--- src/rtl/move_pkg.sv ---
// Shared types and constants for the tic-tac-toe move entry block.
package move_pkg;

  localparam logic [3:0] MOVE_NONE = 4'hF;

  typedef logic [3:0] square_t;
  typedef logic [8:0] board_t;

  typedef enum logic [1:0] {
    WAIT_H = 2'b00,
    WAIT_C = 2'b01,
    DONE   = 2'b10
  } state_t;

  // One-hot board bit for a square number; zero for anything outside 1..9.
  function automatic board_t sq_mask(input square_t sq);
    board_t m;
    m = '0;
    if (sq >= 4'd1 && sq <= 4'd9)
      m = board_t'(9'd1 << (sq - 4'd1));
    return m;
  endfunction

endpackage

--- src/rtl/btn_conditioner.sv ---
// Pushbutton conditioner: 2-flop synchronizer, optional debounce
// (MOVE_ENTRY_DEBOUNCE_EN), rising-edge detector producing a one-cycle press.
module btn_conditioner #(
  parameter int DEBOUNCE_CYCLES = 16
) (
  input  logic clock,
  input  logic reset_L,
  input  logic raw,
  output logic press
);

  if (DEBOUNCE_CYCLES < 1) begin : g_cfg_check
    $error("btn_conditioner: DEBOUNCE_CYCLES must be at least 1");
  end

  logic raw_p0, raw_p1;
  logic level;
  logic level_p2;

  // stage p0/p1: metastability synchronizer
  always_ff @(posedge clock or negedge reset_L) begin
    if (!reset_L) begin
      raw_p0 <= 1'b0;
      raw_p1 <= 1'b0;
    end else begin
      raw_p0 <= raw;
      raw_p1 <= raw_p0;
    end
  end

`ifdef MOVE_ENTRY_DEBOUNCE_EN
  localparam int CNT_W = (DEBOUNCE_CYCLES > 1) ? $clog2(DEBOUNCE_CYCLES) : 1;
  localparam logic [CNT_W-1:0] CNT_LAST = CNT_W'(DEBOUNCE_CYCLES - 1);

  logic [CNT_W-1:0] stable_cnt;
  logic             deb_level;

  // level flips only after DEBOUNCE_CYCLES consecutive samples disagreeing with it
  always_ff @(posedge clock or negedge reset_L) begin
    if (!reset_L) begin
      stable_cnt <= '0;
      deb_level  <= 1'b0;
    end else if (raw_p1 == deb_level) begin
      stable_cnt <= '0;
    end else if (stable_cnt == CNT_LAST) begin
      stable_cnt <= '0;
      deb_level  <= raw_p1;
    end else begin
      stable_cnt <= stable_cnt + 1'b1;
    end
  end

  assign level = deb_level;
`else
  assign level = raw_p1;
`endif

  // stage p2: edge register
  always_ff @(posedge clock or negedge reset_L) begin
    if (!reset_L)
      level_p2 <= 1'b0;
    else
      level_p2 <= level;
  end

  assign press = level & ~level_p2;

endmodule

--- src/rtl/move_entry.sv ---
// Human move entry for tic-tac-toe: validates button presses against the
// board, tracks computer moves and game over. Optional debounce via
// MOVE_ENTRY_DEBOUNCE_EN.
module move_entry
  import move_pkg::*;
#(
  parameter int DEBOUNCE_CYCLES = 16
) (
  input  logic       clock,
  input  logic       reset_L,
  input  logic [3:0] sw,
  input  logic       enter,
  input  logic [3:0] cMove,
  input  logic       win,
  input  logic       newGame,
  output logic [3:0] hMove,
  output logic       moveErr,
  output logic [8:0] board,
  output logic [1:0] state
);

  square_t sw_p0, sw_p1;
  logic    press;

  state_t  st, st_n;
  board_t  board_q, board_n;
  square_t hmove_q, hmove_n;
  logic    err_q, err_n;

  board_t  sw_mask, cm_mask;
  logic    sw_legal, cm_legal, game_over;

  // stage p0/p1: square-select synchronizer
  always_ff @(posedge clock or negedge reset_L) begin
    if (!reset_L) begin
      sw_p0 <= '0;
      sw_p1 <= '0;
    end else begin
      sw_p0 <= sw;
      sw_p1 <= sw_p0;
    end
  end

  btn_conditioner #(
    .DEBOUNCE_CYCLES(DEBOUNCE_CYCLES)
  ) u_enter (
    .clock  (clock),
    .reset_L(reset_L),
    .raw    (enter),
    .press  (press)
  );

  assign sw_mask   = sq_mask(sw_p1);
  assign cm_mask   = sq_mask(cMove);
  assign sw_legal  = (sw_mask != '0) && ((sw_mask & board_q) == '0);
  assign cm_legal  = (cm_mask != '0) && ((cm_mask & board_q) == '0);
  assign game_over = win | (&board_q);

  // stage p3: game state, board and registered outputs
  always_ff @(posedge clock or negedge reset_L) begin
    if (!reset_L) begin
      st      <= WAIT_H;
      board_q <= '0;
      hmove_q <= MOVE_NONE;
      err_q   <= 1'b0;
    end else begin
      st      <= st_n;
      board_q <= board_n;
      hmove_q <= hmove_n;
      err_q   <= err_n;
    end
  end

  always_comb begin
    st_n    = st;
    board_n = board_q;
    hmove_n = MOVE_NONE;
    err_n   = 1'b0;
    if (newGame) begin
      board_n = '0;
      st_n    = WAIT_H;
    end else if (game_over) begin
      st_n  = DONE;
      err_n = press;
    end else begin
      unique case (st)
        WAIT_H: begin
          // a press takes priority; computer moves are not accepted here
          if (press) begin
            if (sw_legal) begin
              hmove_n = sw_p1;
              board_n = board_q | sw_mask;
              st_n    = WAIT_C;
            end else begin
              err_n = 1'b1;
            end
          end
        end
        WAIT_C: begin
          err_n = press;
          if (cm_legal) begin
            board_n = board_q | cm_mask;
            st_n    = WAIT_H;
          end
        end
        DONE: begin
          err_n = press;
        end
        default: begin
          st_n = WAIT_H;
        end
      endcase
    end
  end

  assign hMove   = hmove_q;
  assign moveErr = err_q;
  assign board   = board_q;
  assign state   = st;

endmodule

--- config.mk ---
export PLATFORM = sky130hd
export DESIGN_NAME = move_entry
export DESIGN_NICKNAME = d
export VERILOG_FILES = /design/src/rtl/move_pkg.sv /design/src/rtl/btn_conditioner.sv /design/src/rtl/move_entry.sv
export SDC_FILE = /design/constraint.sdc
export NUM_CORES = 1
export LEC_CHECK = 0
export ABC_AREA = 0
export CAP_MARGIN = 20
export CORE_MARGIN = 2
export CORE_UTILIZATION = 56
export CTS_BUF_LIST = sky130_fd_sc_hd__clkbuf_16
export DETAILED_ROUTE_END_ITERATION = 10
export HOLD_SLACK_MARGIN = 0.02
export PLACE_DENSITY = 0.8
export SETUP_SLACK_MARGIN = 0.02
export SLEW_MARGIN = 15
export SYNTH_ARGS = -nofsm -noshare
export SYNTH_HDL_FRONTEND = slang
export SYNTH_HIERARCHICAL = 1
export SYNTH_SLANG_ARGS = --single-unit
--- constraint.sdc ---
create_clock -name clock -period 4 [get_ports clock]
set_input_delay 0.8 -clock clock [delete_from_list [all_inputs] [get_ports clock]]
set_output_delay 0.8 -clock clock [all_outputs]
set_load 0.01 [all_outputs]
### Yosys cells after proc, flatten, opt, wreduce, memory -nomap -nowiden

Cells that the tools add are included.

| storage, ports and cells | value |
|---|---|
| word-level logic and storage cells | 72 |
| bits in registers | 27 |
| input port bits | 13 |
| output and inout bits | 16 |

| cells by class | value |
|---|---|
| add/sub/neg operators | 2 |
| $lt $le $gt $ge | 4 |
| equality and inequality tests | 10 |
| reductions and logical operators | 14 |
| bitwise gates (word level) | 7 |
| shift operators | 2 |
| multiplexer cells | 24 |

Operators with widths:

| cell | number |
|---|---|
| two-way mux 9 bit | 7 |
| two-way mux 4 bit | 5 |
| bitwise AND 9 bit | 2 |
| zero test 9 bit | 2 |
| OR 9 bit | 2 |
| one-hot mux 9 bit (2 select lines) | 1 |
| nonzero test 9 bit | 2 |
| << shifter 1 x 4 -> 9 bit (first input constant) | 2 |
| inequality test 3 bit (second input constant) | 4 |
| inequality test 4 bit (second input constant) | 3 |
| two-way mux 2 bit | 5 |
| AND reduction 9 bit | 1 |
| greater-or-equal comparator 4 x 1 -> 1 bit (second input constant) | 2 |
| less-or-equal comparator 4 bit (second input constant) | 2 |
| subtractor 4 x 1 -> 4 bit (second input constant) | 2 |
| one-hot mux 2 bit (3 select lines) | 1 |
| AND reduction 5 bit | 1 |
| logical AND 1 bit | 4 |
| two-way mux 1 bit | 4 |
| AND reduction 4 bit | 1 |
| nonzero test 3 bit | 1 |
| == test 2 x 1 -> 1 bit (second input constant) | 1 |
| == test 2 bit (second input constant) | 1 |
| zero test 2 bit | 1 |
| other kinds (6) | 6 |

### Depth between registers and ports, before layout

| logic depth | value |
|---|---|
| word-level depth | 11 |
| mapped depth | 10 |
| gate-level depth less buffers | 8 |

### Cells and area by module

The synthesis kept the hierarchy.

Modules (own cells, without submodules):

| module | instances | cells each | seq. area each (um2) | area an instance (um2) |
|---|---|---|---|---|
| move_entry | 1 | 158 | 605.6 | 1554.0 |
| btn_conditioner | 1 | 4 | 75.1 | 88.8 |

### Worst setup path after synthesis

No wires, ideal clock.

| timing path | value |
|---|---|
| path kind | in2reg |
| start | input cMove[0] |
| end | register st[1] (netlist: state[1]) |
| library setup time | 0.120 ns |
| data required time | 3.880 ns |
| setup slack | 1.287 ns |
| buffers on the path | 2 |
| arrival | 2.593 ns |
| stages on the path | 10 |
| cell sequence | buf_2 nor2_1 ha_1 buf_6 mux2_2 nand3_1 a41oi_2 a211oi_4 o21ai_0 a31o_1 |

| between the ends | value |
|---|---|
| cells in the longest elaborated chain, start to end | 8 |
| elaborated cells on any way between the ends | 12 |
| classes of those cells | add/sub (1); order compare (2); eq/ne (1); shift (1); mux (1); bitwise (1); reduce/logical (5) |

Ends and longest elaborated chain:

| what | line | source |
|---|---|---|
| from (decl) | move_entry.sv:13 | `input logic [3:0] cMove,` |
| subtractor 4 x 1 -> 4 bit, or another cell as far along | move_pkg.sv:20 | `m = board_t'(9'd1 << (sq - 4'd1));` |
| << shifter 1 x 4 -> 9 bit or logical AND 1 bit (tied branches) | move_pkg.sv:20, move_pkg.sv:19 |  |
| two-way mux 9 bit * | move_pkg.sv:19 | `if (sq >= 4'd1 && sq <= 4'd9)` |
| bitwise AND 9 bit | move_entry.sv:56 | `assign cm_legal = (cm_mask != '0) && ((cm_mask & board_q) == '0);` |
| zero test 9 bit | move_entry.sv:56 |  |
| logical AND 1 bit * | move_entry.sv:56 |  |
| inequality test 4 bit (no line) * | n/a |  |
| AND reduction 4 bit (no line) * | n/a |  |
| to (signal assigned) | move_entry.sv:67 | `st <= st_n;` |
| to (decl) | move_entry.sv:25 | `state_t st, st_n;` |

Every way passes the cells marked *; elsewhere a longest branch is shown, timed or not.
A chain may end at the register's enable or synchronous reset.

### Final worst setup path

Ends and elaborated chain as after synthesis.

==> results by stage <==
Power and ir drop:
- For this design the static power due to leakage is about 0.77 nW.
- The ratio of total power to cell area is approximately 330 mW/mm².
- The completed layout was analyzed and its total power is 0.0006654 W.
- The clock group share of total power is approximately 36%.
- The analysis attributes to net switching a power of between 0.00015 and 0.0002 W.
- The switching power share of the total is between 20% and 30%.
- The internal portion of the total power is about 0.00048 W.
- The largest vdd supply drop is about 0.0003 V.
- The share of total power dissipated in sequential elements is 44.7%.
- Of the total power, combinational logic draws around a fifth.

Worst setup path:
- The critical setup path kind is input port to register.
- The arrival time at the worst endpoint is around 3.4 ns.
- The endpoint identified for the worst register-to-register timing path is board[0].
- The worst reg-to-reg path cell count is 8.
- The launching point of the worst reg2reg path is sw_p1[0].
- The worst setup path is captured at a register.
- For this design, the slowest cell found on the critical path is sky130_fd_sc_hd__clkdlybuf4s50_1.
- The setup slack of the worst register-to-register path is 1.50 ns.
- Broken down by cell family, the worst path's largest delay share belongs to compound AO/OA/AOI/OAI gates.
- At the worst endpoint, the required time is 4.16 ns.
- Walking the worst path, the cells encountered are clkdlybuf4s50_1 > nor2_1 > ha_1 > mux2_2 > nand3_1 > a41oi_2 > a211oi_4 > o21ai_0 > a31o_1.
- The delay of the slowest cell on the worst path is 0.71 ns.
- The sort of element at the start of the critical path is an input port.
- The combined buffer and inverter count along the critical path is 1.
- The maximum fanout along the worst path is 12.

GRT:
- The number of global-route vias before repair was approximately 1.3k.
- The maximum number of pins on one net before global-route repair is 25.
- The total global routing overflow is 0.
- The first global-routing pass estimated about 6200 µm of wire.
- The initial antenna violation count came to 0.
- In the global route stage, overall resource usage came out at 24.13%.

Clocking:
- The number of clock buffers inserted by TritonCTS is 3.
- In this run the deepest clock path goes through 2 buffers.
- TritonCTS built the clock tree.
- For this design, the sink count on the clock tree is 27.
- The number of buffers inserted for hold repair after clock tree synthesis is 0.
- After clock tree synthesis, the clock-pin slew on the worst setup and hold paths is 0.07 ns.
- For the worst-skew pair, the clock arrives at the later sink with an insertion delay of 0.27 ns.
- Once the clock tree was built, the resizer swapped 0 gates to a different size.
- Clock tree synthesis selected as its root buffer the cell sky130_fd_sc_hd__clkbuf_16.
- The total setup buffers inserted after CTS is 0.
- The number of H-tree branching levels is 1.

Logic synthesis:
- The fraction of registers with async set/reset is 100.0%.
- Among all flip-flop cells after synthesis, the most frequent one is sky130_fd_sc_hd__dfrtp_1.
- The Yosys step of the flow raised 6 warnings.
- The share of synthesized area occupied by flip-flops and latches is between 40% and 50%.
- Synthesis handed over a netlist of ~160 instances.
- Ranked by total cell area, the synthesized netlist is headed by sky130_fd_sc_hd__dfrtp_1 35%, sky130_fd_sc_hd__dfstp_2 6.4%, sky130_fd_sc_hd__ha_1 6.1%.
- The total of flip-flops plus latches after synthesis is 27.
- The average cell area after synthesis is between 10 and 15 µm².
- The synthesized net count is ~180.
- Summing every instance area after synthesis gives between 0.0015 and 0.002 mm².
- The fraction of synthesized cell area taken by the top area cell type is 35.03%.
- Of all cell types, the one taking the most synthesized area is sky130_fd_sc_hd__dfrtp_1.
- The count of flip-flops with a built-in enable after synthesis is 0.
- The number of distinct library cells after synthesis is 50.

STA:
- The number of pins with negative max-slew slack in the final report was 0.
- Dividing the final minimum period by the clock period gives approximately four fifths.
- The total setup violations reported at the end of the flow is 0.
- The highest clock frequency the design can meet is approximately 310 MHz.
- The hold violation count in the final report is 0.
- Hold timing on the final database bottoms out at a slack of 0.3503 ns.
- Adding up every negative setup slack in the final design gives 0 ns.
- The worst setup margin is ~0.72 ns.
- At the pin with the least slew margin, the transition time is about 0.56 ns.
- In this run the tightest slew margin relative to its limit is between 60 and 70%.
- The worst setup skew after layout is slightly above 0.002 ns.
- Counting I/O delays and the setup requirement, the final critical path takes 3.275 ns.
- Setup repair after global routing left no endpoint under its margin.

Outcome:
- The flow ran to the end, and the final reports show no timing, DRC or antenna violations.

Flow run:
- Across the run, the number of max-cap violations was 0.

Final layout:
- Cells with a size suffix above 1 make up 11.76% of the layout.
- The top cell types in the final layout, fill and taps aside, are 27 x sky130_fd_sc_hd__clkdlybuf4s50_1, 23 x sky130_fd_sc_hd__dfrtp_1, 17 x sky130_fd_sc_hd__inv_1.
- The number of nets at the end of the flow is 209.
- The repair_antennas step left the layout with diodes totalling 0.
- The area growth from synthesis to final layout is 21.71%.
- The library cell used most frequently in the layout, excluding fill and tap cells, is sky130_fd_sc_hd__clkdlybuf4s50_1.
- Fill cells in the final layout number between 150 and 200.
- Cells fill roughly 72% of the core in the end.

Floorplanning:
- 29 I/O pins were placed.
- The floorplan core area is ~0.0028 mm².
- The floorplan die height is roughly 58 µm.
- The site row count is 19.
- The full die area is ~0.0034 mm².
- The chip width is between 50 and 60 µm.
- The initial standard-cell utilization of the core is between 50% and 60%.

Detailed routing:
- The iteration count of the initial detailed-routing pass is 4.
- The number of vias after detailed routing is roughly 1.4k.
- The violation count after the first detailed-route iteration is 74.
- The detailed-route wire length per cell is between 15 and 20 µm.
- The total length of routed wires is 3728 µm.
- The count of unresolved DRC violations after routing is 0.
- The number of routed nets with antenna violations is 0.
- The via-per-instance ratio is 6.229.

Placement:
- Once detailed placement completed, the half-perimeter wirelength came to roughly 2600 µm.
- Port buffering added 28 buffers.
- The worst setup slack before clock tree synthesis is roughly 0.48 ns.
- The final estimated routing congestion in global placement is about 0.85.

Min path:
- The class of the tightest hold or removal check is register to register.
- The start point of the worst hold path is sw_p0[2].
- The terminating pin of the worst hold path is sw_p1[2].
- The cell depth of the worst min-delay path is 0.
## kinds of logic (layout without fill, tap and decap cells)
family | count (synthesis) | count (layout) | synth area share [%]
AO/OA/AOI/OAI | 47 | 47 | 23.38
AND/OR/NAND/NOR | 47 | 47 | 16.98
flip-flops | 27 | 27 | 41.43
buffers and inverters | 25 | 50 | 6.854
adder cells (fa/ha/maj) | 9 | 9 | 6.779
multiplexers | 5 | 5 | 3.503
XOR/XNOR | 2 | 2 | 1.066
## sequential cells by signal, indices dropped and copies added (netlist names)
signal / flops
sw_p1: 4
u_enter/level: 1
state: 2
u_enter/level_p2: 1
board: 9
hMove: 4
u_enter/raw_p0: 1
moveErr: 1
sw_p0: 4
## worst max path at each step
stage / start / to / depth (start not counted)
finish: cMove[0] / state[1] / 9
global route: cMove[0] / state[1] / 9
CTS: cMove[0] / state[1] / 9
detailed placement: cMove[0] / state[0] / 9
global placement: cMove[0] / state[1] / 9
floorplan: cMove[0] / state[1] / 10
## cell usage after synthesis, types with 2 or more instances
| cell type | count |
|---|---|
| sky130_fd_sc_hd__dfrtp_1 | 23 |
| sky130_fd_sc_hd__inv_1 | 17 |
| sky130_fd_sc_hd__o22ai_1 | 10 |
| sky130_fd_sc_hd__ha_1 | 8 |
| sky130_fd_sc_hd__nor2_1 | 8 |
| sky130_fd_sc_hd__nor2b_1 | 7 |
| sky130_fd_sc_hd__a21oi_1 | 5 |
| sky130_fd_sc_hd__nor3_1 | 5 |
| sky130_fd_sc_hd__a22oi_1 | 4 |
| sky130_fd_sc_hd__a31oi_1 | 4 |
| sky130_fd_sc_hd__dfstp_2 | 4 |
| sky130_fd_sc_hd__nand2b_1 | 4 |
| sky130_fd_sc_hd__nand4_1 | 4 |
| sky130_fd_sc_hd__o21ai_0 | 4 |
| sky130_fd_sc_hd__buf_2 | 3 |
| sky130_fd_sc_hd__clkbuf_1 | 3 |
| sky130_fd_sc_hd__nand3_1 | 3 |
| sky130_fd_sc_hd__or2_1 | 3 |
| sky130_fd_sc_hd__or3_1 | 3 |
| sky130_fd_sc_hd__a21boi_0 | 2 |
| sky130_fd_sc_hd__a32oi_1 | 2 |
| sky130_fd_sc_hd__a41oi_1 | 2 |
| sky130_fd_sc_hd__buf_6 | 2 |
| sky130_fd_sc_hd__mux2_2 | 2 |
| sky130_fd_sc_hd__mux2i_1 | 2 |
| sky130_fd_sc_hd__nand2_1 | 2 |
| sky130_fd_sc_hd__o211ai_1 | 2 |
| sky130_fd_sc_hd__xor2_1 | 2 |
## metrics by stage
step / instance area [µm²] / cells
3_3_place_gp: 1921 / 214
5_1_grt: 1999 / 218
4_1_cts: 2004 / 218
3_5_place_dp: 1921 / 214
2_1_floorplan: 1643 / 162
6_report: 1999 / 218
## final cells by class
class / instances / area [µm²] / area share, %
clock buffers: 3 / 75.07 / 3.755
well taps: 31 / 38.79 / 1.940
clock inverters: 1 / 8.758 / 0.4380
multi-input cells: 110 / 849.6 / 42.49
repair buffers: 29 / 282.8 / 14.14
inverters: 17 / 63.81 / 3.191
flip-flops and latches: 27 / 680.7 / 34.04
## layer usage
layer	share of wire [%]	vias to the layer above	track usage (%)
met5	0	-	0
met4	0.72	0	4.983
met3	7.4	3	3.571
met2	47	51	39.12
met1	45	658	34.64
li1	-	646	-
## worst register-to-register path: stages (launching register included)
cell	delay (ns)
sky130_fd_sc_hd__dfrtp_1	0.59
sky130_fd_sc_hd__nor2_1	0.16
sky130_fd_sc_hd__ha_1	0.44
sky130_fd_sc_hd__inv_1	0.09
sky130_fd_sc_hd__a2111o_1	0.35
sky130_fd_sc_hd__o211ai_1	0.15
sky130_fd_sc_hd__a31oi_4	0.09
sky130_fd_sc_hd__o211ai_4	0.35
sky130_fd_sc_hd__o22ai_1	0.14
## power by group through the flow
| stage | combinational, W | clock [W] | sequential, W |
|---|---|---|---|
| after floorplan | 0.0000837 | 0 | 0.000299 |
| after global placement | 0.000121 | 0 | 0.000302 |
| after detailed placement | 0.000124 | 0 | 0.000302 |
| after CTS | 0.000126 | 0.000245 | 0.000298 |
| after global routing | 0.000138 | 0.000254 | 0.000300 |
| final | 0.000126 | 0.000242 | 0.000298 |
Note: power is estimated with default switching activity, not from simulation.
